==> src/rtl/imem_load_controller_if.sv <==
`default_nettype none
// =====================================================================
// imem_load_controller_if : host link, fetch address and IMEM port bundle
// Rev 1.0
// =====================================================================
interface imem_load_controller_if #(
    parameter int ADDR_W = 9
);
    logic              load_start;
    logic [ADDR_W:0]   load_len;
    logic              load_abort;
    logic              byte_valid;
    logic [7:0]        byte_data;
    logic              byte_ready;
    logic [31:0]       fetch_addr;
    logic              mem_write_en;
    logic [31:0]       mem_instr_in;
    logic [31:0]       mem_address;
    logic              core_stall;
    logic              load_busy;
    logic              load_done;
    logic              load_err;
    logic [ADDR_W:0]   word_count;

    // master: host loader plus fetch stage; slave: the load controller
    modport master (
        output load_start, load_len, load_abort, byte_valid, byte_data, fetch_addr,
        input  byte_ready, mem_write_en, mem_instr_in, mem_address,
               core_stall, load_busy, load_done, load_err, word_count
    );

    modport slave (
        input  load_start, load_len, load_abort, byte_valid, byte_data, fetch_addr,
        output byte_ready, mem_write_en, mem_instr_in, mem_address,
               core_stall, load_busy, load_done, load_err, word_count
    );
endinterface
`default_nettype wire

==> src/rtl/imem_load_controller.sv <==
`default_nettype none
// =====================================================================
// imem_load_controller : packs host bytes into IMEM words, muxes fetch/load
// Rev 1.0
// =====================================================================
module imem_load_controller #(
    parameter int DEPTH  = 512,
    parameter int ADDR_W = 9
) (
    input  logic                  clk,
    input  logic                  rst_n,
    imem_load_controller_if.slave bus
);

    localparam logic [ADDR_W:0] c_depth = (ADDR_W+1)'(DEPTH);
    localparam logic [ADDR_W:0] c_one   = (ADDR_W+1)'(1);

    typedef enum logic [1:0] {
        ST_IDLE    = 2'd0,
        ST_COLLECT = 2'd1,
        ST_WRITE   = 2'd2,
        ST_FLUSH   = 2'd3
    } state_t;

    state_t          r_state;
    state_t          w_next_state;

    logic [ADDR_W:0] r_len;
    logic [ADDR_W:0] r_word_count;
    logic [ADDR_W:0] w_count_inc;
    logic [1:0]      r_byte_idx;
    logic [31:0]     r_instr;
    logic            r_loaded;
    logic            r_load_done;
    logic            r_load_err;

    logic            w_len_ok;
    logic            w_start;
    logic            w_reject;
    logic            w_abort;
    logic            w_accept;
    logic            w_byte_ready;
    logic            w_write_en;
    logic            w_busy;
    logic [31:0]     w_mem_addr;

    assign w_len_ok    = (bus.load_len != '0) && (bus.load_len <= c_depth);
    assign w_count_inc = r_word_count + c_one;
    assign w_busy      = (r_state != ST_IDLE);

    always_ff @(posedge clk or negedge rst_n) begin
        if (!rst_n) begin
            r_state <= ST_IDLE;
        end else begin
            r_state <= w_next_state;
        end
    end

    always_comb begin
        w_next_state = r_state;
        w_start      = 1'b0;
        w_reject     = 1'b0;
        w_abort      = 1'b0;
        w_accept     = 1'b0;
        w_byte_ready = 1'b0;
        w_write_en   = 1'b0;
        w_mem_addr   = bus.fetch_addr;

        unique case (r_state)
            ST_IDLE: begin
                if (bus.load_start) begin
                    if (w_len_ok) begin
                        w_start      = 1'b1;
                        w_next_state = ST_COLLECT;
                    end else begin
                        w_reject     = 1'b1;
                    end
                end
            end
            ST_COLLECT: begin
                w_byte_ready = 1'b1;
                if (bus.load_abort) begin
                    w_abort      = 1'b1;
                    w_next_state = ST_IDLE;
                end else if (bus.byte_valid) begin
                    w_accept = 1'b1;
                    if (r_byte_idx == 2'd3) begin
                        w_next_state = ST_WRITE;
                    end
                end
            end
            ST_WRITE: begin
                // The write itself is never cancelled; abort only redirects the next state.
                w_write_en = 1'b1;
                w_mem_addr = 32'(r_word_count);
                if (bus.load_abort) begin
                    w_abort      = 1'b1;
                    w_next_state = ST_IDLE;
                end else if (w_count_inc == r_len) begin
                    w_next_state = ST_FLUSH;
                end else begin
                    w_next_state = ST_COLLECT;
                end
            end
            ST_FLUSH: begin
                w_next_state = ST_IDLE;
            end
            default: begin
                w_next_state = ST_IDLE;
            end
        endcase
    end

    always_ff @(posedge clk or negedge rst_n) begin
        if (!rst_n) begin
            r_len        <= '0;
            r_word_count <= '0;
            r_byte_idx   <= 2'd0;
            r_instr      <= 32'd0;
            r_loaded     <= 1'b0;
            r_load_done  <= 1'b0;
            r_load_err   <= 1'b0;
        end else begin
            r_load_done <= (r_state == ST_FLUSH);
            r_load_err  <= w_reject | w_abort;

            if (w_start) begin
                r_len        <= bus.load_len;
                r_word_count <= '0;
                r_byte_idx   <= 2'd0;
            end

            if (w_accept) begin
                r_instr[{r_byte_idx, 3'b000} +: 8] <= bus.byte_data;
                r_byte_idx                         <= r_byte_idx + 2'd1;
            end

            if (r_state == ST_WRITE) begin
                r_word_count <= w_count_inc;
            end

            if (r_state == ST_FLUSH) begin
                r_loaded <= 1'b1;
            end

            // Partially assembled bytes are dropped so the next load restarts at byte 0.
            if (w_abort) begin
                r_loaded   <= 1'b0;
                r_byte_idx <= 2'd0;
            end
        end
    end

    assign bus.byte_ready   = w_byte_ready;
    assign bus.mem_write_en = w_write_en;
    assign bus.mem_instr_in = r_instr;
    assign bus.mem_address  = w_mem_addr;
    assign bus.core_stall   = ~r_loaded | w_busy;
    assign bus.load_busy    = w_busy;
    assign bus.load_done    = r_load_done;
    assign bus.load_err     = r_load_err;
    assign bus.word_count   = r_word_count;

endmodule
`default_nettype wire

==> src/flat_wrapper.sv <==
// flat-port wrapper written by rule: the top's interface ports become plain ports
module imem_load_controller_flat 
#(
    parameter int DEPTH  = 512,
    parameter int ADDR_W = 9
)
  (clk, rst_n, bus_load_start, bus_load_len, bus_load_abort, bus_byte_valid, bus_byte_data, bus_fetch_addr, bus_byte_ready, bus_mem_write_en, bus_mem_instr_in, bus_mem_address, bus_core_stall, bus_load_busy, bus_load_done, bus_load_err, bus_word_count);
  imem_load_controller_if #(.ADDR_W(ADDR_W)) bus_i ();
  input  logic clk;
  input  logic rst_n;
  input wire logic [$bits(bus_i.load_start)-1:0] bus_load_start;
  input wire logic [$bits(bus_i.load_len)-1:0] bus_load_len;
  input wire logic [$bits(bus_i.load_abort)-1:0] bus_load_abort;
  input wire logic [$bits(bus_i.byte_valid)-1:0] bus_byte_valid;
  input wire logic [$bits(bus_i.byte_data)-1:0] bus_byte_data;
  input wire logic [$bits(bus_i.fetch_addr)-1:0] bus_fetch_addr;
  output wire logic [$bits(bus_i.byte_ready)-1:0] bus_byte_ready;
  output wire logic [$bits(bus_i.mem_write_en)-1:0] bus_mem_write_en;
  output wire logic [$bits(bus_i.mem_instr_in)-1:0] bus_mem_instr_in;
  output wire logic [$bits(bus_i.mem_address)-1:0] bus_mem_address;
  output wire logic [$bits(bus_i.core_stall)-1:0] bus_core_stall;
  output wire logic [$bits(bus_i.load_busy)-1:0] bus_load_busy;
  output wire logic [$bits(bus_i.load_done)-1:0] bus_load_done;
  output wire logic [$bits(bus_i.load_err)-1:0] bus_load_err;
  output wire logic [$bits(bus_i.word_count)-1:0] bus_word_count;
  assign bus_i.load_start = bus_load_start;
  assign bus_i.load_len = bus_load_len;
  assign bus_i.load_abort = bus_load_abort;
  assign bus_i.byte_valid = bus_byte_valid;
  assign bus_i.byte_data = bus_byte_data;
  assign bus_i.fetch_addr = bus_fetch_addr;
  assign bus_byte_ready = bus_i.byte_ready;
  assign bus_mem_write_en = bus_i.mem_write_en;
  assign bus_mem_instr_in = bus_i.mem_instr_in;
  assign bus_mem_address = bus_i.mem_address;
  assign bus_core_stall = bus_i.core_stall;
  assign bus_load_busy = bus_i.load_busy;
  assign bus_load_done = bus_i.load_done;
  assign bus_load_err = bus_i.load_err;
  assign bus_word_count = bus_i.word_count;
  imem_load_controller #(.DEPTH(DEPTH), .ADDR_W(ADDR_W)) u_core (.clk(clk), .rst_n(rst_n), .bus(bus_i));
endmodule
==> config.mk <==
export PLATFORM = sky130hd
export DESIGN_NAME = imem_load_controller_flat
export DESIGN_NICKNAME = d
export VERILOG_FILES = /design/src/rtl/imem_load_controller_if.sv /design/src/rtl/imem_load_controller.sv /design/src/flat_wrapper.sv
export SDC_FILE = /design/constraint.sdc
export NUM_CORES = 1
export LEC_CHECK = 0
export CAP_MARGIN = 20
export CORE_ASPECT_RATIO = 0.9
export CORE_MARGIN = 4
export CORE_UTILIZATION = 43
export CTS_CLUSTER_DIAMETER = 60
export DETAILED_ROUTE_END_ITERATION = 7
export PLACE_DENSITY = 0.81
export SETUP_SLACK_MARGIN = 0.2
export SLEW_MARGIN = 0
export SYNTH_ARGS = -nofsm -noshare
export SYNTH_HDL_FRONTEND = slang
export SYNTH_SLANG_ARGS = --single-unit
==> constraint.sdc <==
create_clock -name clk -period 2.6 [get_ports clk]
set_clock_uncertainty 0.1 [all_clocks]
set_input_delay 0.78 -clock clk [delete_from_list [all_inputs] [get_ports clk]]
set_output_delay 0.78 -clock clk [all_outputs]
set_load 0.01 [all_outputs]
; Word-level counts from Yosys, hierarchy flattened
; Index checks and enable logic that the tools add are counted.
[totals]
input_bits = 55
regBits = 59
elab_cells = 65
[op_classes]
n_shift = 2
n_eq_ne = 9
addsub = 3
magnitude_cmp = 1
bitwise = 3
reduce_logical = 9
n_mux = 30
[ops]
columns = operator, n
row1 = 32-bit bitwise mux, 1
row2 = 32-bit two-way mux, 1
row3 = 8-bit by 7-bit variable shift with 32-bit output (first input constant), 1
row4 = 8-bit by 7-bit indexed part select with 32-bit output, 1
row5 = 10-bit two-way mux, 2
row6 = 2-bit two-way mux, 10
row7 = 1-bit two-way mux, 15
row8 = 10-bit by 1-bit adder with 10-bit output (second input constant), 1
row9 = 10-bit == test, 1
row10 = 10-bit less-or-equal comparator (second input constant), 1
row11 = 10-bit nonzero test, 1
row12 = 2-bit one-hot mux with 4 select lines, 1
row13 = 5-bit negator with 7-bit output, 1
row14 = 2-bit == test (second input constant), 3
row15 = 2-bit nonzero test, 3
row16 = 4-bit AND reduction, 1
row17 = 3-bit by 2-bit != test with 1-bit output (second input constant), 1
row18 = 3-bit != test (second input constant), 1
row19 = 3-bit nonzero test, 1
row20 = 2-bit by 1-bit adder with 2-bit output (second input constant), 1
row21 = 2-bit by 1-bit == test with 1-bit output (second input constant), 1
row22 = 2-bit zero test, 1
row23 = 2-bit by 1-bit != test with 1-bit output (second input constant), 1
row24 = 2-bit != test (second input constant), 1
row25 = other kinds (4), 5

; Longest topological paths before layout
; Gate-level depths: netlist (run 1).
[depth]
word_depth = 8
mapped_depth = 9

; Least setup slack after synthesis (run 1)
; Ideal clock, no wire load.
[synth_timing]
path_type = reg2out
start = reg u_core.r_state[0]
end = out bus_mem_address[30]
path_buffers = 2
path_slack_ps = 137
path_stages_with_launch = 6
t_arrival_ps = 1583
required_time_ps = 1720
cell_sequence = dfrtp_1 -> inv_1 -> ha_1 -> buf_1 -> buf_1 -> nor2b_1
[synth_via]
elab_chain_len = 2
[synth_lines]
columns = item, line_no
row1 = "start, declared", imem_load_controller.sv:25  ; state_t r_state;
row2 = "start signal, assigned", imem_load_controller.sv:55  ; r_state <= w_next_state;
row3 = 2-bit == test, imem_load_controller.sv:69  ; unique case (r_state)
row4 = 32-bit two-way mux, imem_load_controller.sv:69
row5 = "end, declared", flat_wrapper.sv:20  ; output wire logic [$bits(bus_i.mem_address)-1:0] bus_mem_address;
; Every way passes these cells.

; Worst setup path after layout (run 1)
[layout_timing]
start = reg u_core.r_state[1]
end = out bus_mem_address[8]
; The elaborated chain is that of the path after synthesis.

==> results.tsv, run 1 <==
metric	value	unit
path_clk_slew	70	ps
synth-simple-area-share	0.224	
synth_compound_area_frac	0.110	
yosys.area_share.xor_xnor	0.0384	
cp.required	1720	ps
syn_inst	342	
worst_slew_pin_slew	503	ps
synth_area	3190	sq um
gr-total-overflow	0	
vias	3142	
fin_crit	2560	ps
max_stage_delay	430	ps
crit_chain	ha_4 -> buf_12 -> buf_16 -> mux2_4 -> buf_6	
async_flop_share	1.00	
nets	570	
die_h	89.7	microns
synth.yosys.seq_area_share	0.463	
die_area	8860	sq um
grt_pass1_vias	3170	
fin_util	0.734	
drive_gt1_frac	0.236	
synthAdderAreaFrac	0.0471	
place_area	4760	sq um
critPathArrivalTime	1680	ps
power.density	838	nW/um^2
critPathLaunchType	flip-flop	
fin_ws	42.0	ps
grt_max_degree	25	
coreArea	7150	sq um
grt_pass1_wl	15.7	mm
critPathKind	flip-flop to output pin	
clk_latency	350	ps
final_area	5250	sq um
ioPinCount	135	
rsz0062_at_grt	true	
fmaxAchievable	391	MHz
drv_slew	0	
slowest_stage	dfrtp_1	
clk_path_buf_depth	2	
drt_iter0_markers	131	
cts_root_buf	clkbuf_8	
drt_pass1_iterations	4	
core.rowCount	29	
cp-end-kind	output pin	
yosys_most_used_dff	dfrtp_1	
antenna_found_initial	0	
drt-total-wl	10.2	mm
critical_path.max_fanout	7	
wl_per_cell	17.0	microns
hpwlAfterDp	7.31	mm
yosys.area.top_type_share	0.463	
antenna_left	0	
h-tree-depth	3	
gp_congestion	0.861	
viasPerCell	5.23	
status	completed	
die_x	98.8	microns
hp-class	input pin to asynchronous set/reset pin	
port_buffers	134	
synth_cell_types	41	
synth.area.mux_share	0.0859	
synth_nets	409	
initial_utilization	0.446	
n_fill_cell	483	
drv_cap	0	
setup_violations	0	
ys_ff_latch	59	
synth_top_area_cell	dfrtp_1	
synth.top_cells.by_area	dfrtp_1 (46%), nand2_1 (10%), nor2b_1 (4.9%)	
synth_top_family_by_area	simple AND/OR/NAND/NOR gates	
p_leak	2.32	nW
drc	0	
synth-edff-count	0	
fin_crit_sh	0.984	
grtUsageTotal	0.222	
final-hold-violation-count	0	
cts_tree	yes	
cts_buffers	9	
slew_headroom	0.665	
yosysWarningCount	0	
avgSynthCellArea	9.33	sq um
antenna_cells	0	
synthToLayoutAreaGrowth	64.5	%
preCtsSetupSlack	-371	ps
ir_drop	0.000471	V
clock-sinks	59	
==> registers in the layout (all words and copies together), names as in the netlist <==
signal                   cells
u_core.bus.word_count       10
u_core.r_byte_idx            2
u_core.bus.load_err          1
u_core.bus.load_done         1
u_core.bus.mem_instr_in     32
u_core.r_len                10
u_core.r_state               2
u_core.r_loaded              1
==> area by class of cell <==
cell class                      count  area, sq um  share of cell area
Multi-Input combinational cell    260         1760               0.336
Timing Repair Buffer              165         1640               0.313
Sequential cell                    59         1480               0.282
Clock buffer                        9          124              0.0236
Tap cell                           93          116              0.0222
Clock inverter                      7         92.6              0.0176
Inverter                            8         30.0             0.00572
==> worst paths after layout <==
| check | endpoint | from | cells after the start | slack (ps) |
|---|---|---|---|---|
| worst max-delay path | bus_mem_address[8] | u_core.r_state[1] | 5 | 40 |
| worst min-delay path | u_core.bus.mem_instr_in[17] | rst_n | 1 | 300 |
| worst max register to register | u_core.r_state[1] | u_core.bus.word_count[0] | 7 | 350 |
| worst min register to register | u_core.bus.mem_instr_in[23] | u_core.bus.mem_instr_in[23] | 2 | 380 |
| max in group asynchronous | u_core.bus.word_count[5] | rst_n | 2 | 1480 |
| min in group clk | u_core.bus.mem_instr_in[23] | u_core.bus.mem_instr_in[23] | 2 | 380 |
==> critical path: cells and delay by family (launching register included) <==
family     cells  cell delay (ps)
fa+ha+maj      1              210
flops          1              430
buf+inv        3              390
mux            1              310
==> stage by stage <==
stage,total power (W),std cells,TNS (ps),hold slack (ps)
floorplan,0.00226,342,0,351
global placement,0.00310,576,-10750,361
detailed placement,0.00317,576,-12790,369
CTS,0.00424,600,0,301
global route,0.00465,601,0,334
finish,0.00440,601,0,300
==> layer usage <==
metal	vias to the layer above	GRT usage	wire [microns]
met5	-	0	0
met1	1494	0.277	4240
li1	1487	-	-
met2	148	0.373	5020
met4	0	0.0546	121
met3	13	0.0697	839
==> timing repair <==
action / CTS / global route
setup endpoints to repair: 58 / 55
hold endpoints to repair: 0 / 0
hold buffers: 0 / 0
pin swaps: 5 / 3
buffers inserted: 5 / 1
gates resized for setup: 171 / 38
gates cloned: 3 / 0
==> cell families (layout without fill, tap and decap cells) <==
logic type	Yosys count	in the layout
and+or+nand+nor	147	147
AOI/OAI and AO/OA	64	64
muxes	23	23
DFF	59	59
adders and majority gates	12	12
xor gates and xnor gates	14	14
buffers and inverters	23	189
==> cells in the final DEF (no fill, tap or decap), types with 3 or more instances in the layout <==
cell type,count
xor2_1,4
nand3_1,4
clkinvlp_4,3
buf_12,3
dfrtp_1,56
nand4_1,7
mux2_4,15
clkbuf_8,9
nand2_1,88
nor2b_1,16
o21ai_0,28
o31ai_1,3
mux2i_1,3
dlymetal6s2s_1,3
o21a_1,3
dlygate4sd2_1,9
xnor2_1,10
a21oi_1,4
inv_1,7
buf_6,23
ha_1,10
dfrtp_2,3
nor2b_4,8
a31oi_1,3
o21ai_1,18
mux2_1,4
nor3b_1,3
buf_4,19
clkdlybuf4s50_1,87
buf_2,16
==> cell usage after synthesis (all sizes together), types with 2 or more instances <==
master	n
a21oi	4
a31oi	4
and2	2
and3	2
buf	5
clkbuf	10
dfrtp	59
ha	12
inv	8
mux2	20
mux2i	3
nand2	88
nand2b	2
nand3	4
nand4	7
nor2	2
nor2b	26
nor3	3
nor3b	3
nor4	2
o21a	3
o21ai	46
o22ai	2
o31ai	3
xnor2	10
xor2	4
==> power breakdown <==
| part | internal (W) | switching (W) | leakage (nW) |
|---|---|---|---|
| clock network | 0.000535 | 0.000382 | 0.101 |
| registers | 0.00112 | 0.000181 | 0.783 |
| logic | 0.00120 | 0.000981 | 1.43 |
| total | 0.00285 | 0.00154 | 2.32 |
(Power assumes the default switching activity.)
==> inputs of run 2 (changes only) <==
--- a/config.mk
+++ b/config.mk
@@ -11,4 +11,5 @@
 export CORE_UTILIZATION = 43
 export CTS_CLUSTER_DIAMETER = 60
+export CTS_CLUSTER_SIZE = 25
 export DETAILED_ROUTE_END_ITERATION = 7
 export PLACE_DENSITY = 0.81
==> constraint.sdc (replaced) <==
create_clock -name clk -period 2.6 [get_ports clk]
set_clock_uncertainty 0.1 [all_clocks]
set_input_delay 0.26 -clock clk [delete_from_list [all_inputs] [get_ports clk]]
set_output_delay 0.26 -clock clk [all_outputs]
set_load 0.01 [all_outputs]
==> run 2 against run 1 <==
- sequential share of layout area increased by 1.8 points
- final cell count decreased by 2.5%
- die area unchanged
- count of clock-buffer cells in the layout increased by 3
- power decreased by 11%
- global-route usage decreased by 1.2 points
- largest power group unchanged
- combinational power decreased by 15%
- worst hold slack improved by 69 ps
==> results.tsv, run 2 (synthesized netlist as in run 1, its figures left out) <==
metric	value	unit	change
crit_top_cell	buf_6		
cts_buffers	9		unchanged
antenna_left	0		unchanged
hpwlAfterDp	7.03	mm	was 7.31 mm
drv_cap	0		unchanged
critPathArrivalTime	1950	ps	was 1680 ps
setup_tns	0	ps	unchanged
port_buffers	134		unchanged
gr-total-overflow	0		unchanged
die_area	8860	sq um	unchanged
r2r_cells	7		unchanged
comb_power_share	0.475		was 0.495
vias	2987		was 3142
path_clk_slew	60	ps	was 70 ps
die_x	98.8	microns	unchanged
instances_no_fill	586		was 601
cp.required	2240	ps	was 1720 ps
fin_ws	290	ps	was 42.0 ps
rsz0062_at_grt	false		was true
wl_per_cell	15.6	microns	was 17.0 microns
grt_max_degree	35		was 25
die_h	89.7	microns	unchanged
synthToLayoutAreaGrowth	54.6	%	was 64.5%
clock-sinks	59		unchanged
ioPinCount	135		unchanged
critical_path.max_fanout	19		was 7
reg2reg_to	u_core.r_state[1]		unchanged
p_sw_frac	0.353		was 0.351
drc	0		unchanged
fin_crit	2310	ps	was 2560 ps
crit_chain	ha_4 -> buf_6 -> buf_6 -> nor2b_1 -> clkdlybuf4s50_1		was ha_4 -> buf_12 -> buf_16 -> mux2_4 -> buf_6
clk_latency	330	ps	was 350 ps
h-tree-depth	3		unchanged
ir_drop	0.000428	V	was 0.000471 V
antenna_cells	0		unchanged
p_seq_frac	0.335		was 0.296
worst_slew_pin_slew	461	ps	was 503 ps
holdWs	369	ps	was 300 ps
setup_violations	0		unchanged
dp.cells	565		was 576
rrSetupSlack	440	ps	was 350 ps
cts_root_buf	clkbuf_8		unchanged
viasPerCell	5.10		was 5.23
clk_path_buf_depth	2		unchanged
cp-end-kind	output pin		unchanged
fmaxAchievable	433	MHz	was 391 MHz
drt-total-wl	9.17	mm	was 10.2 mm
initial_utilization	0.446		unchanged
drt_pass1_iterations	4		unchanged
drive_gt1_frac	0.108		was 0.236
p_sw	0.00138	W	was 0.00154 W
critPathLaunchType	flip-flop		unchanged
coreArea	7150	sq um	unchanged
slew_headroom	0.692		was 0.665
core.rowCount	29		unchanged
fin_crit_sh	0.889		was 0.984
grtUsageTotal	0.210		was 0.222
largest_reg_flops	32		unchanged
p_clk_frac	0.190		was 0.208
cts_tree	yes		unchanged
max_stage_delay	590	ps	was 430 ps
internal_power	0.00252	W	was 0.00285 W
layout_commonest_cell	clkdlybuf4s50_1		was nand2_1
critPathKind	flip-flop to output pin		unchanged
final_cell_mix	clkdlybuf4s50_1 (122), nand2_1 (88), dfrtp_1 (58)		was nand2_1 (88), clkdlybuf4s50_1 (87), dfrtp_1 (56)
grt_pass1_vias	3046		was 3170
grt_pass1_wl	14.9	mm	was 15.7 mm
drv_slew	0		unchanged
rr_startpoint	u_core.bus.word_count[0]		unchanged
drt_iter0_markers	107		was 131
hp-class	input pin to asynchronous set/reset pin		unchanged
preCtsSetupSlack	161	ps	was -371 ps
nets	555		was 570
antenna_found_initial	0		unchanged
p_leak	2.13	nW	was 2.32 nW
final-hold-violation-count	0		unchanged
power.density	790	nW/um^2	was 838 nW/um^2
slowest_stage	clkdlybuf4s50_1		was dfrtp_1
status	completed		unchanged
gp_congestion	0.827		was 0.861
[run 2: worst max-delay path by stage]
stage / from / to / slack (ps) / cells past startpoint
after global placement: bus_load_len[4] / u_core.r_len[4] / 220 / 6
after global routing: u_core.r_state[1] / bus_mem_address[31] / 220 / 5
after floorplan: u_core.r_state[1] / u_core.bus.mem_instr_in[28] / 600 / 9
final: u_core.r_state[1] / bus_mem_address[25] / 290 / 5
after detailed placement: bus_load_len[4] / u_core.r_len[1] / 160 / 6
after CTS: u_core.r_state[0] / bus_mem_address[5] / 180 / 4
[run 2: critical path, delay by kind of cell (launching register included)]
kind / cells / cell delay (ps)
simple gates: 1 / 110
flops: 1 / 450
buf+inv: 3 / 880
fa+ha+maj: 1 / 190
[run 2: timing repair]
action / 4_1_cts / 5_1_grt
setup buffers: 1 / 3
setup endpoints to repair: 28 / 29
hold endpoints to repair: 59 / 0
hold buffers: 1 / 0
gates resized for setup: 2 / 15
[run 2: power by group through the flow]
| stage | registers [W] | clock network, W | logic [W] |
|---|---|---|---|
| floorplan | 0.00132 | 0 | 0.000945 |
| global placement | 0.00131 | 0 | 0.00174 |
| detailed placement | 0.00131 | 0 | 0.00178 |
| CTS | 0.00130 | 0.000774 | 0.00181 |
| global route | 0.00133 | 0.000804 | 0.00202 |
| finish | 0.00131 | 0.000741 | 0.00185 |
[run 2: layout make-up]
type                            count  area (sq um)
Tap cell                           93           116
Multi-Input combinational cell    260          1620
Fill cell                         547          2220
Inverter                            8          30.0
Clock buffer                       12           155
Clock inverter                      4          25.0
Timing Repair Buffer              150          1500
Sequential cell                    59          1480
[run 2: per-stage QoR]
step | cell area, sq um | power (W) | utilization
after floorplan | 3190 | 0.00226 | -
after global placement | 4660 | 0.00304 | 0.651
after detailed placement | 4660 | 0.00309 | 0.651
after CTS | 4860 | 0.00389 | 0.680
after global routing | 4930 | 0.00416 | 0.690
final | 4930 | 0.00390 | 0.690
[run 2: metal layers]
| layer | vias to the layer above | part of all wire | GRT usage |
|---|---|---|---|
| met3 | 8 | 0.095 | 0.0882 |
| met4 | 0 | 0.011 | 0.0569 |
| met1 | 1398 | 0.41 | 0.246 |
| li1 | 1447 | - | - |
| met2 | 134 | 0.49 | 0.351 |
| met5 | - | 0 | 0 |
==> inputs of run 3 (changes only) <==
Settings changed: CORE_UTILIZATION 43 to 39, PLACE_DENSITY 0.81 to 0.77.
Clock period 2.6 ns to 2 ns, I/O delays scaled along.
==> run 3 against run 2 <==
- die area rose by 9.4%
- count of clock-buffer cells in the layout fell by 3
- critical endpoint is now u_core.r_len[4]
- sequential share of layout area fell by 1.7 points
- combinational power rose by 56%
- global-route usage fell by 0.87 points
- clock power rose by 39%
- final cell count rose by 4.6%
- sequential power rose by 29%
- power rose by 44%
==> results.tsv, run 3 (synthesized netlist as in run 1, its figures left out) <==
metric	value	unit	change
drt_iter0_markers	75		was 107
h-tree-depth	3		unchanged
initial_utilization	0.399		was 0.446
drv_slew	0		unchanged
grt_pass1_vias	3193		was 3046
p_leak	2.31	nW	was 2.13 nW
hp-class	input pin to flip-flop		was input pin to asynchronous set/reset pin
ir_drop	0.000669	V	was 0.000428 V
core.rowCount	31		was 29
cp-end-kind	flip-flop		was output pin
critPathArrivalTime	2060	ps	was 1950 ps
drive_gt1_frac	0.286		was 0.108
fin_util	0.658		was 0.690
largest_reg_flops	32		unchanged
power.density	1070	nW/um^2	was 790 nW/um^2
cts_buffers	9		unchanged
nets	577		was 555
antenna_cells	0		unchanged
cts_tree	yes		unchanged
port_buffers	134		unchanged
worst_slew_pin_slew	725	ps	was 461 ps
die_area	9690	sq um	was 8860 sq um
critPathLaunchType	flip-flop		unchanged
layout_commonest_cell	clkdlybuf4s50_1		unchanged
coreArea	7990	sq um	was 7150 sq um
slew_headroom	0.517		was 0.692
fin_crit_sh	0.971		
grtUsageTotal	0.201		was 0.210
cts_root_buf	clkbuf_8		unchanged
critical_path.max_fanout	5		was 19
drt_pass1_iterations	4		unchanged
gr-total-overflow	0		unchanged
synthToLayoutAreaGrowth	64.9	%	was 54.6%
grt_pass1_wl	15.3	mm	was 14.9 mm
status	completed		unchanged
hpwlAfterDp	6.92	mm	was 7.03 mm
critPathKind	flip-flop to flip-flop		was flip-flop to output pin
antenna_found_initial	0		unchanged
setup_violations	0		unchanged
grt_max_degree	33		was 35
die_h	93.8	microns	was 89.7 microns
clk_path_buf_depth	2		unchanged
final-hold-violation-count	0		unchanged
clk_latency	330	ps	about the same
drc	0		unchanged
path_clk_slew	60	ps	about the same
wl_per_cell	15.3	microns	was 15.6 microns
final_area	5260	sq um	was 4930 sq um
gp_congestion	0.755		was 0.827
fin_crit	1940	ps	
cp.required	2120	ps	was 2240 ps
viasPerCell	5.02		was 5.10
rsz0062_at_grt	true		was false
rrSetupSlack	60	ps	was 440 ps
fmaxAchievable	515	MHz	
vias	3080		was 2987
die_x	103	microns	was 98.8 microns
drv_cap	0		unchanged
ioPinCount	135		unchanged
final_cell_mix	clkdlybuf4s50_1 (92), nand2_1 (86), dfrtp_1 (52)		was clkdlybuf4s50_1 (122), nand2_1 (88), dfrtp_1 (58)
antenna_left	0		unchanged
total_power	0.00560	W	was 0.00390 W
drt-total-wl	9.40	mm	was 9.17 mm
clock-sinks	59		unchanged
place_area	4840	sq um	was 4660 sq um
-- run 3: cell type report --
type                       instances  area, sq um
fill                             623         2730
tap                               99          124
multi-input combinational        260         1800
timing repair buffer             172         1640
sequential                        59         1490
inverter                           8         32.5
clock buffer                       9          124
clock inverter                     6         57.6
-- run 3: where the power goes --
part	switching, W	internal (W)
clock network	0.000471	0.000559
registers	0.000226	0.00146
logic	0.00129	0.00160
-- run 3: critical path: stages (launching register included) --
cell     delay (ps)
dfrtp_1         430
buf_6           150
inv_4            60
ha_4            150
nand2_4          50
or3b_4          430
buf_8           160
mux2_4          300
-- run 3: path summary, 6_finish.rpt --
| check | startpoint | endpoint | depth (start not counted) |
|---|---|---|---|
| setup / recovery | u_core.r_state[1] | u_core.r_len[4] | 7 |
| hold / removal | bus_load_len[4] | u_core.r_len[4] | 2 |
| max in group asynchronous | rst_n | u_core.bus.word_count[3] | 3 |
| hold reg to reg | u_core.bus.mem_instr_in[10] | u_core.bus.mem_instr_in[10] | 2 |
| setup reg to reg | u_core.r_state[1] | u_core.r_len[4] | 7 |
| min in group asynchronous | rst_n | u_core.bus.mem_instr_in[22] | 2 |
-- run 3: stage by stage --
step                      std cells  TNS, ps  setup WS [ps]  hold slack [ps]
after floorplan                 342        0            141             -196
after global placement          585    -4260           -290              181
after detailed placement        585    -5410           -354              190
after CTS                       607    -14.2          -14.2              193
after global routing            613        0           21.9              131
final                           613        0           58.5              163
-- run 3: per-layer routing --
layer / track usage / vias up / wire length (microns)
met5: 0 / - / 0
met4: 0.0809 / 0 / 196
met3: 0.0586 / 19 / 879
met2: 0.334 / 144 / 4580
met1: 0.241 / 1428 / 3740
li1: - / 1489 / -
-- run 3: repair_timing --
item,in CTS,in global routing
hold buffers,1,0
buffers inserted,4,6
pin swaps,6,9
setup endpoints to repair,91,91
endpoints found under the hold margin,31,0
gates resized for setup,147,49
gates cloned,2,0
